===== src/rtl/decode_pkg.sv =====
`default_nettype none
// +------------------------------------------------------------------+
// | decode_pkg: opcodes, ALU-op codes, ID/EX bundle, immediate gen.   |
// | Revision: 1.0                                                     |
// +------------------------------------------------------------------+
package decode_pkg;

  localparam int C_XLEN     = 64;
  localparam int C_NUM_REGS = 32;
  localparam int C_REG_AW   = $clog2(C_NUM_REGS);

  localparam logic [6:0] C_OPC_R     = 7'b0110011;
  localparam logic [6:0] C_OPC_LD    = 7'b0000011;
  localparam logic [6:0] C_OPC_SD    = 7'b0100011;
  localparam logic [6:0] C_OPC_BEQ   = 7'b1100011;
  localparam logic [6:0] C_OPC_OPIMM = 7'b0010011;

  localparam logic [1:0] C_ALU_MEM = 2'b00;
  localparam logic [1:0] C_ALU_BR  = 2'b01;
  localparam logic [1:0] C_ALU_R   = 2'b10;
  localparam logic [1:0] C_ALU_IMM = 2'b11;

  typedef enum logic [1:0] {
    IMM_NONE = 2'd0,
    IMM_I    = 2'd1,
    IMM_S    = 2'd2,
    IMM_B    = 2'd3
  } imm_fmt_e;

  typedef struct packed {
    logic [C_XLEN-1:0]   rs1_data;
    logic [C_XLEN-1:0]   rs2_data;
    logic [C_XLEN-1:0]   imm;
    logic [C_REG_AW-1:0] rs1;
    logic [C_REG_AW-1:0] rs2;
    logic [C_REG_AW-1:0] rd;
    logic [3:0]          funct;
    logic [1:0]          alu_op;
    logic                branch;
    logic                mem_read;
    logic                mem_write;
    logic                mem_to_reg;
    logic                alu_src;
    logic                reg_write;
    logic                illegal;
  } id_ex_t;

  // hi = instr[31:20], lo = instr[11:7]; every format is built from these two fields.
  function automatic logic [C_XLEN-1:0] imm_gen(input logic [11:0] hi,
                                                 input logic [4:0]  lo,
                                                 input imm_fmt_e    fmt);
    logic [C_XLEN-1:0] imm;
    case (fmt)
      IMM_I:   imm = {{(C_XLEN-12){hi[11]}}, hi};
      IMM_S:   imm = {{(C_XLEN-12){hi[11]}}, hi[11:5], lo};
      IMM_B:   imm = {{(C_XLEN-13){hi[11]}}, hi[11], lo[0], hi[10:5], lo[4:1], 1'b0};
      default: imm = '0;
    endcase
    return imm;
  endfunction

endpackage
`default_nettype wire


===== src/rtl/regfile_bypass.sv =====
`default_nettype none
// +------------------------------------------------------------------+
// | regfile_bypass: 2R/1W register file, x0 hardwired, write-through. |
// | Revision: 1.0                                                     |
// +------------------------------------------------------------------+
module regfile_bypass #(
  parameter  int XLEN     = 64,
  parameter  int NUM_REGS = 32,
  localparam int AW       = $clog2(NUM_REGS)
) (
  input  logic            clk,
  input  logic            rst,
  input  logic [AW-1:0]   rs1_addr_i,
  input  logic [AW-1:0]   rs2_addr_i,
  output logic [XLEN-1:0] rs1_data_o,
  output logic [XLEN-1:0] rs2_data_o,
  input  logic            wr_en_i,
  input  logic [AW-1:0]   wr_addr_i,
  input  logic [XLEN-1:0] wr_data_i
);

  logic [XLEN-1:0] regs_q [NUM_REGS];
  logic            w_wr_live;

  assign w_wr_live = wr_en_i && (wr_addr_i != '0);

  always_ff @(posedge clk) begin
    if (rst) begin
      for (int i = 0; i < NUM_REGS; i++) begin
        regs_q[i] <= '0;
      end
    end else if (w_wr_live) begin
      regs_q[wr_addr_i] <= wr_data_i;
    end
  end

  // A write landing this cycle is visible to a same-cycle read.
  always_comb begin
    rs1_data_o = regs_q[rs1_addr_i];
    rs2_data_o = regs_q[rs2_addr_i];
    if (rs1_addr_i == '0) begin
      rs1_data_o = '0;
    end else if (w_wr_live && (wr_addr_i == rs1_addr_i)) begin
      rs1_data_o = wr_data_i;
    end
    if (rs2_addr_i == '0) begin
      rs2_data_o = '0;
    end else if (w_wr_live && (wr_addr_i == rs2_addr_i)) begin
      rs2_data_o = wr_data_i;
    end
  end

endmodule
`default_nettype wire


===== src/rtl/decode_issue_stage.sv =====
`default_nettype none
// +------------------------------------------------------------------+
// | decode_issue_stage: decode, regfile read, load-use stall, ID/EX.  |
// | Revision: 1.0                                                     |
// +------------------------------------------------------------------+
module decode_issue_stage
  import decode_pkg::*;
#(
  parameter  int XLEN          = C_XLEN,
  parameter  int NUM_REGS      = C_NUM_REGS,
  parameter  int SUPPORT_ITYPE = 1,
  localparam int REG_AW        = $clog2(NUM_REGS)
) (
  input  logic              clk,
  input  logic              rst,
  input  logic              in_valid,
  input  logic [31:0]       in_instr,
  output logic              in_ready,
  input  logic              flush,
  input  logic              wb_en,
  input  logic [REG_AW-1:0] wb_rd,
  input  logic [XLEN-1:0]   wb_data,
  output logic              out_valid,
  input  logic              out_ready,
  output logic [XLEN-1:0]   ex_rs1_data,
  output logic [XLEN-1:0]   ex_rs2_data,
  output logic [XLEN-1:0]   ex_imm,
  output logic [REG_AW-1:0] ex_rs1,
  output logic [REG_AW-1:0] ex_rs2,
  output logic [REG_AW-1:0] ex_rd,
  output logic [3:0]        ex_funct,
  output logic [1:0]        ex_alu_op,
  output logic              ex_branch,
  output logic              ex_mem_read,
  output logic              ex_mem_write,
  output logic              ex_mem_to_reg,
  output logic              ex_alu_src,
  output logic              ex_reg_write,
  output logic              ex_illegal,
  output logic              load_use_stall
);

  id_ex_t          id_ex_q;
  id_ex_t          id_ex_d;
  logic            valid_q;
  imm_fmt_e        w_fmt;
  logic            w_rs1_used;
  logic            w_rs2_used;
  logic            w_hazard;
  logic            w_advance;
  logic [XLEN-1:0] w_rs1_data;
  logic [XLEN-1:0] w_rs2_data;

  regfile_bypass #(
    .XLEN     (XLEN),
    .NUM_REGS (NUM_REGS)
  ) u_regfile (
    .clk        (clk),
    .rst        (rst),
    .rs1_addr_i (in_instr[15 +: REG_AW]),
    .rs2_addr_i (in_instr[20 +: REG_AW]),
    .rs1_data_o (w_rs1_data),
    .rs2_data_o (w_rs2_data),
    .wr_en_i    (wb_en),
    .wr_addr_i  (wb_rd),
    .wr_data_i  (wb_data)
  );

  always_comb begin
    id_ex_d       = '0;
    w_fmt         = IMM_NONE;
    w_rs1_used    = 1'b0;
    w_rs2_used    = 1'b0;
    id_ex_d.rs1   = in_instr[15 +: C_REG_AW];
    id_ex_d.rs2   = in_instr[20 +: C_REG_AW];
    id_ex_d.rd    = in_instr[7 +: C_REG_AW];
    id_ex_d.funct = {in_instr[30], in_instr[14:12]};
    case (in_instr[6:0])
      C_OPC_R: begin
        id_ex_d.alu_op    = C_ALU_R;
        id_ex_d.reg_write = 1'b1;
        w_rs1_used        = 1'b1;
        w_rs2_used        = 1'b1;
      end
      C_OPC_LD: begin
        id_ex_d.alu_op     = C_ALU_MEM;
        id_ex_d.mem_read   = 1'b1;
        id_ex_d.mem_to_reg = 1'b1;
        id_ex_d.alu_src    = 1'b1;
        id_ex_d.reg_write  = 1'b1;
        w_fmt              = IMM_I;
        w_rs1_used         = 1'b1;
      end
      C_OPC_SD: begin
        id_ex_d.alu_op    = C_ALU_MEM;
        id_ex_d.mem_write = 1'b1;
        id_ex_d.alu_src   = 1'b1;
        w_fmt             = IMM_S;
        w_rs1_used        = 1'b1;
        w_rs2_used        = 1'b1;
      end
      C_OPC_BEQ: begin
        id_ex_d.alu_op = C_ALU_BR;
        id_ex_d.branch = 1'b1;
        w_fmt          = IMM_B;
        w_rs1_used     = 1'b1;
        w_rs2_used     = 1'b1;
      end
      C_OPC_OPIMM: begin
        if (SUPPORT_ITYPE != 0) begin
          id_ex_d.alu_op    = C_ALU_IMM;
          id_ex_d.alu_src   = 1'b1;
          id_ex_d.reg_write = 1'b1;
          w_fmt             = IMM_I;
          w_rs1_used        = 1'b1;
        end else begin
          id_ex_d.illegal = 1'b1;
        end
      end
      default: id_ex_d.illegal = 1'b1;
    endcase
    id_ex_d.imm      = imm_gen(in_instr[31:20], in_instr[11:7], w_fmt);
    id_ex_d.rs1_data = w_rs1_data;
    id_ex_d.rs2_data = w_rs2_data;
  end

  assign w_hazard = in_valid && valid_q && id_ex_q.mem_read && (id_ex_q.rd != '0) &&
                    ((w_rs1_used && (id_ex_d.rs1 == id_ex_q.rd)) ||
                     (w_rs2_used && (id_ex_d.rs2 == id_ex_q.rd)));
  assign w_advance = !valid_q || out_ready;

  // A flushed hazard never becomes a bubble, so it is not reported either.
  assign load_use_stall = w_hazard && !flush;
  assign in_ready       = w_advance && !w_hazard && !flush && !rst;

  always_ff @(posedge clk) begin
    if (rst) begin
      valid_q <= 1'b0;
      id_ex_q <= '0;
    end else if (flush) begin
      valid_q <= 1'b0;
    end else if (w_advance) begin
      if (w_hazard || !in_valid) begin
        valid_q <= 1'b0;
      end else begin
        valid_q <= 1'b1;
        id_ex_q <= id_ex_d;
      end
    end
  end

  assign out_valid     = valid_q;
  assign ex_rs1_data   = id_ex_q.rs1_data;
  assign ex_rs2_data   = id_ex_q.rs2_data;
  assign ex_imm        = id_ex_q.imm;
  assign ex_rs1        = id_ex_q.rs1;
  assign ex_rs2        = id_ex_q.rs2;
  assign ex_rd         = id_ex_q.rd;
  assign ex_funct      = id_ex_q.funct;
  assign ex_alu_op     = id_ex_q.alu_op;
  assign ex_branch     = id_ex_q.branch;
  assign ex_mem_read   = id_ex_q.mem_read;
  assign ex_mem_write  = id_ex_q.mem_write;
  assign ex_mem_to_reg = id_ex_q.mem_to_reg;
  assign ex_alu_src    = id_ex_q.alu_src;
  assign ex_reg_write  = id_ex_q.reg_write;
  assign ex_illegal    = id_ex_q.illegal;

endmodule
`default_nettype wire


===== config.mk =====
export PLATFORM = sky130hd
export DESIGN_NAME = decode_issue_stage
export DESIGN_NICKNAME = d
export VERILOG_FILES = /design/src/rtl/decode_pkg.sv /design/src/rtl/regfile_bypass.sv /design/src/rtl/decode_issue_stage.sv
export SDC_FILE = /design/constraint.sdc
export NUM_CORES = 2
export LEC_CHECK = 0
export ABC_AREA = 0
export CORE_ASPECT_RATIO = 1.4
export CORE_MARGIN = 8
export CORE_UTILIZATION = 45
export DETAILED_ROUTE_END_ITERATION = 10
export PLACE_DENSITY_LB_ADDON = 0.2
export SETUP_SLACK_MARGIN = 0.05
export SYNTH_ARGS = -nofsm -noshare
export SYNTH_HDL_FRONTEND = slang
export SYNTH_SLANG_ARGS = --single-unit

===== constraint.sdc =====
create_clock -name clk -period 3.15 [get_ports clk]
set_input_delay 0.315 -clock clk [delete_from_list [all_inputs] [get_ports clk]]
set_output_delay 0.315 -clock clk [all_outputs]
set_load 0.05 [all_outputs]

# Yosys cells after proc, flatten, opt, wreduce, memory -nomap -nowiden
# Memory sizes are Yosys's and may differ from the RTL's.
# Index checks and enable logic that the tools add are counted.
# word_totals
regBits	220
ram_bits	2048
wordCells	87
memories	1
# mem_list
memory	words	word_bits	read_ports	rd_clocked_by_memory_dff	write_ports	line_no	source
u_regfile.regs_q	32	64	2	0	32	regfile_bypass.sv:22	logic [XLEN-1:0] regs_q [NUM_REGS];
# op_classes
n_eq_ne	12
mux	24
bitwise_logic	2
reduce_logical	33
# ops
operator	n
2-to-1 mux 64 bit	5
one-hot mux 64 bit (3 select lines)	1
OR reduction 64 bit	1
equality test 5 bit	4
2-to-1 mux 1 bit	15
equality test 7 x 6 -> 1 bit (second input constant)	2
logical AND 1 bit	13
one-hot mux 2 bit (3 select lines)	2
zero test 5 bit	2
nonzero test 5 bit	2
OR reduction 3 bit	3
equality test 7 x 2 -> 1 bit (second input constant)	1
equality test 7 x 5 -> 1 bit (second input constant)	1
equality test 7 bit (second input constant)	1
zero test 1 bit	5
2-to-1 mux 5 bit	1
OR reduction 5 bit	1
equality test 2 bit (second input constant)	2
OR reduction 2 bit	2
logical OR 1 bit	3
AND reduction 3 bit	1
equality test 2 x 1 -> 1 bit (second input constant)	1
NOT 1 bit	2

# Logic depth before layout (Yosys ltp)
# depth
ltp_word	10
ltp_mapped	11
depth_no_buf	6

# Hierarchy
# A second synthesis with hierarchy kept.
# unflattened
hier_cells	8675
hier_area_um2	120675.7
# by_module_without_submodules
module	n_inst	cells_each	area_each_um2
regfile_bypass	1	7371	109558.8
decode_issue_stage	1	1304	11116.9

# Worst setup path after synthesis
# OpenSTA, ideal clock, no wires.
# synth_path
path_kind	in2reg
start	in rst
end	mem u_regfile.regs_q[0][0] (enable)
t_arrival_ns	2.589
required_ns	2.706
setup_slack_ns	0.117
path_stages	3
cell_sequence	clkbuf_1 -> clkbuf_1 -> clkbuf_1
# synth_lines
element	line_no	source
start, declared	decode_issue_stage.sv:15	input logic rst,
end, declared	regfile_bypass.sv:22	

# Worst setup path after layout
# layout_path
start	reg id_ex_q (netlist bit ex_rd[2])
end	out load_use_stall
# layout_between
elab_chain_len	5
# layout_rtl
element	line_no	source
start, declared	decode_issue_stage.sv:43	id_ex_t id_ex_q;
start signal, assigned	decode_issue_stage.sv:147	id_ex_q <= id_ex_d;
equality test 5 bit, on equally long branches	decode_issue_stage.sv:128, decode_issue_stage.sv:129	
logical AND 1 bit, on equally long branches	decode_issue_stage.sv:128, decode_issue_stage.sv:129	
logical OR 1 bit	decode_issue_stage.sv:128	((w_rs1_used && (id_ex_d.rs1 == id_ex_q.rd)) ||
logical AND 1 bit *	decode_issue_stage.sv:127	assign w_hazard = in_valid && valid_q && id_ex_q.mem_read && (id_ex_q.rd != '0) &&
logical AND 1 bit *	decode_issue_stage.sv:133	assign load_use_stall = w_hazard && !flush;
end, declared	decode_issue_stage.sv:40	output logic load_use_stall
# Every way passes the cells marked *; elsewhere a longest branch is shown, timed or not.

==> reports/metrics.csv <==
stage,metric,value,unit
routing,Antenna Nets Post-Route,0,
cts,clock tree buffer depth,4,
synthesis,#FFs+latches synth,2217,
routing,met2 WL post-DR,223,mm
routing,drt wl/cell,38.9,µm
power,Pint,53.5,mW
worst_setup_path,CP Cell Sequence,xor2_1 > nor4_1 > a2bb2oi_2 > nor3_1 > buf_12,
cts,Inserted Clock Buffers,224,
power,Seq pwr share,48.2,%
die,# rows,219,
worst_setup_path,CP Buf/Inv Count,1,
run_status,status,"complete, no violations",
global_routing,initial antenna violation count,54,
worst_setup_path,Crit-path slowest cell,nor3_1,
min_path,Hold Path Class,input port to register,
die,Top Ports,330,
worst_setup_path,WS Path Type,register to output port,
power,Static Leakage,48.4,nW
power,combinational power share,13.2,%
worst_setup_path,"CP delay by family, top",simple AND/OR/NAND/NOR gates,
cells_and_area,Layout Nets,8726,
timing,Slew @ Worst Pin,1420,ps
cts,hold_buf cts,15,
power,Switching Power,18.5,mW
cells_and_area,area of the multi-input gates,46700,µm²
routing,drt pass-1 iters,6,
timing,final setup fails,0,
synthesis,"EDFF count, synth",2048,
synthesis,Syn Area/Cell,13.8,µm²
global_routing,GRT overflow,0,
timing,fmax,331,MHz
power,final total power,72.0,mW
placement,GPL Wtd Cong,0.914,
power,worst vdd ir,0.454,mV
cts,Post-CTS Setup Bufs,0,
die,die height,614,µm
cells_and_area,Layout area overhead,17.7,%
cells_and_area,Util after Layout,53.2,%
routing,metal3 WL,49.1,mm
timing,final period utilization,95.8,%
cts,cts repair resizes,0,
synthesis,Unique masters post-synth,63,
power,clock network power share,38.5,%
routing,max layer used,met5,
global_routing,largest net degree at the start of global routing,88,
die,Die ar.,272000,µm²
cells_and_area,Fillers,20600,
worst_setup_path,CP max FO,6,
synthesis,post-synth top area cell,edfxtp_1,
job,Max-Cap Viols,0,
die,Initial Utilization,45.2,%
timing,max-slew violations,0,
power,switching share of total power,25.7,%
timing,Setup Skew,44.3,ps
power,PwrDens,533,nW/µm²
routing,final wirelength,472,mm
cts,Max H-tree Level,4,
synthesis,sequential area share after synthesis,56.5,%
timing,Max-slew headroom,5.00,%
global_routing,GR Util All Layers,33.4,%
worst_setup_path,CP endpoint kind,output port,
cells_and_area,max FFs per register,2048,
routing,vias post-DR,81300,
cts,Worst-Skew Late Latency,900,ps
die,Die X,443,µm
synthesis,Synth async-reset ratio,0,%
timing,crit path time final,3020,ps
cells_and_area,Biggest register,u_regfile.regs_q,
placement,dpl hpwl,299,mm
routing,wl on met1,160,mm
worst_setup_path,CP arrival,2700,ps
routing,initial drt markers,11800,
cells_and_area,Reg area,64900,µm²
synthesis,dominant cells by area after synthesis,"edfxtp_1, mux4_2, and2_1, mux2i_1, dfxtp_1",
synthesis,synthesized instance count,8335,
cts,CTS tree,built,
cts,CTS Sinks,2217,
synthesis,share of the synthesized area in the top cell type,53.5,%
worst_setup_path,Worst path max stage delay,520,ps
synthesis,Synth Warn #,0,
synthesis,synthesized area,115000,µm²
routing,DRC violations left,0,
cts,clk slew on worst S/H paths,60,ps
worst_setup_path,Worst setup SP type,register,
routing,vias per cell,6.70,
worst_setup_path,required time worst endpoint,2830,ps
timing,RSZ-0062 raised after global routing,no,
placement,I/O Buffers,329,
cells_and_area,layout cells sized above 1,21.7,%
global_routing,vias in the first global route,81500,
die,core area,254000,µm²
synthesis,"Top FF cell, synth",edfxtp_1,
global_routing,first-pass GRT wire length,642,mm
timing,final hold vios,0,
cts,Clock Tree Root,clkbuf_16,
[worst min-delay path: stages]
cell,delay (ps)
clkdlybuf4s50_1,450
nand2_1,80
a21oi_1,50
[routing by layer]
| layer | up-vias | GRT usage, % |
|---|---|---|
| li1 | 32100 | - |
| met1 | 41500 | 39.7 |
| met2 | 5902 | 55.2 |
| met3 | 1666 | 6.54 |
| met4 | 18 | 22.7 |
| met5 | - | 0 |
[per-stage QoR]
step / setup WS (ps) / hold WS, ps / setup TNS, ps / std cells / cell area [µm²]
after floorplan: 117 / 451 / 0 / 8398 / 115000
after CTS: 90.6 / 21.3 / 0 / 12100 / 135000
after detailed placement: -115 / 450 / -1160 / 11700 / 128000
after global routing: 51.3 / 68.9 / 0 / 12100 / 135000
final: 133 / 64.1 / 0 / 12100 / 135000
after global placement: -119 / 438 / -1650 / 11700 / 128000
[path summary, 6_finish.rpt]
| kind | startpoint | to | slack [ps] | cells after the start |
|---|---|---|---|---|
| setup reg to reg | ex_rd[2] | ex_rs1_data[32] | 760 | 8 |
| setup / recovery | ex_rd[2] | load_use_stall | 130 | 5 |
| hold / removal | in_instr[11] | ex_rd[4] | 60 | 3 |
| hold reg to reg | ex_imm[8] | ex_imm[8] | 460 | 2 |
[logic make-up after synthesis]
group | count (synthesis) | share of synthesized area, %
flops | 2217 | 56.5
other cells | 1 | 0.00326
simple gates | 2595 | 13.5
compound gates | 1042 | 6.60
mux | 1499 | 19.7
buf+inv | 961 | 3.62
xor+xnor | 20 | 0.152
[cell usage after synthesis, types with 37 or more instances]
cell type / count
a21oi_1: 92
a22o_1: 61
a22oi_1: 262
and2_1: 1985
buf_1: 43
buf_2: 148
buf_4: 82
clkbuf_1: 678
dfxtp_1: 169
edfxtp_1: 2048
mux2_2: 244
mux2i_1: 672
mux4_2: 583
nand2_1: 118
nand3_1: 109
nand4_1: 37
nor2_1: 169
nor3_1: 38
o22ai_1: 409
o2bb2ai_1: 96
[power groups by stage]
| stage | sequential (mW) | combinational (mW) | clock (mW) |
|---|---|---|---|
| CTS | 34.7 | 9.40 | 27.9 |
| global placement | 35.2 | 9.30 | 0 |
| floorplan | 35.4 | 4.86 | 0 |
| detailed placement | 35.3 | 9.35 | 0 |
| global route | 34.9 | 9.76 | 28.8 |
| finish | 34.8 | 9.53 | 27.8 |
[final cells by class]
| class | count | area share [%] |
|---|---|---|
| clock inverters | 90 | 0.764 |
| well taps | 3315 | 3.07 |
| clock buffers | 318 | 4.72 |
| inverters | 2 | 0.00555 |
| multi-input cells | 5220 | 34.5 |
| flip-flops and latches | 2217 | 48.0 |
| diodes | 20 | 0.0370 |
| repair buffers | 954 | 8.87 |
[cells in the final DEF (no fill, tap or decap), types with 32 or more instances in the layout]
cell type / count
or4_1: 33
nand4_1: 37
buf_4: 296
clkbuf_8: 33
nor2_4: 37
a22o_1: 61
a211oi_1: 33
mux2_2: 244
mux2i_1: 672
nand3_1: 107
o2bb2ai_1: 96
nor2_1: 133
clkbuf_16: 229
a22oi_1: 262
edfxtp_1: 2048
clkdlybuf4s50_1: 322
dfxtp_1: 169
mux4_2: 583
a21oi_1: 92
clkbuf_1: 57
and2_1: 1984
buf_12: 316
conb_1: 64
o22ai_1: 409
or2_4: 32
nor3_1: 37
nand2_1: 116
clkinv_2: 35
Note: power is estimated with default switching activity, not from simulation.
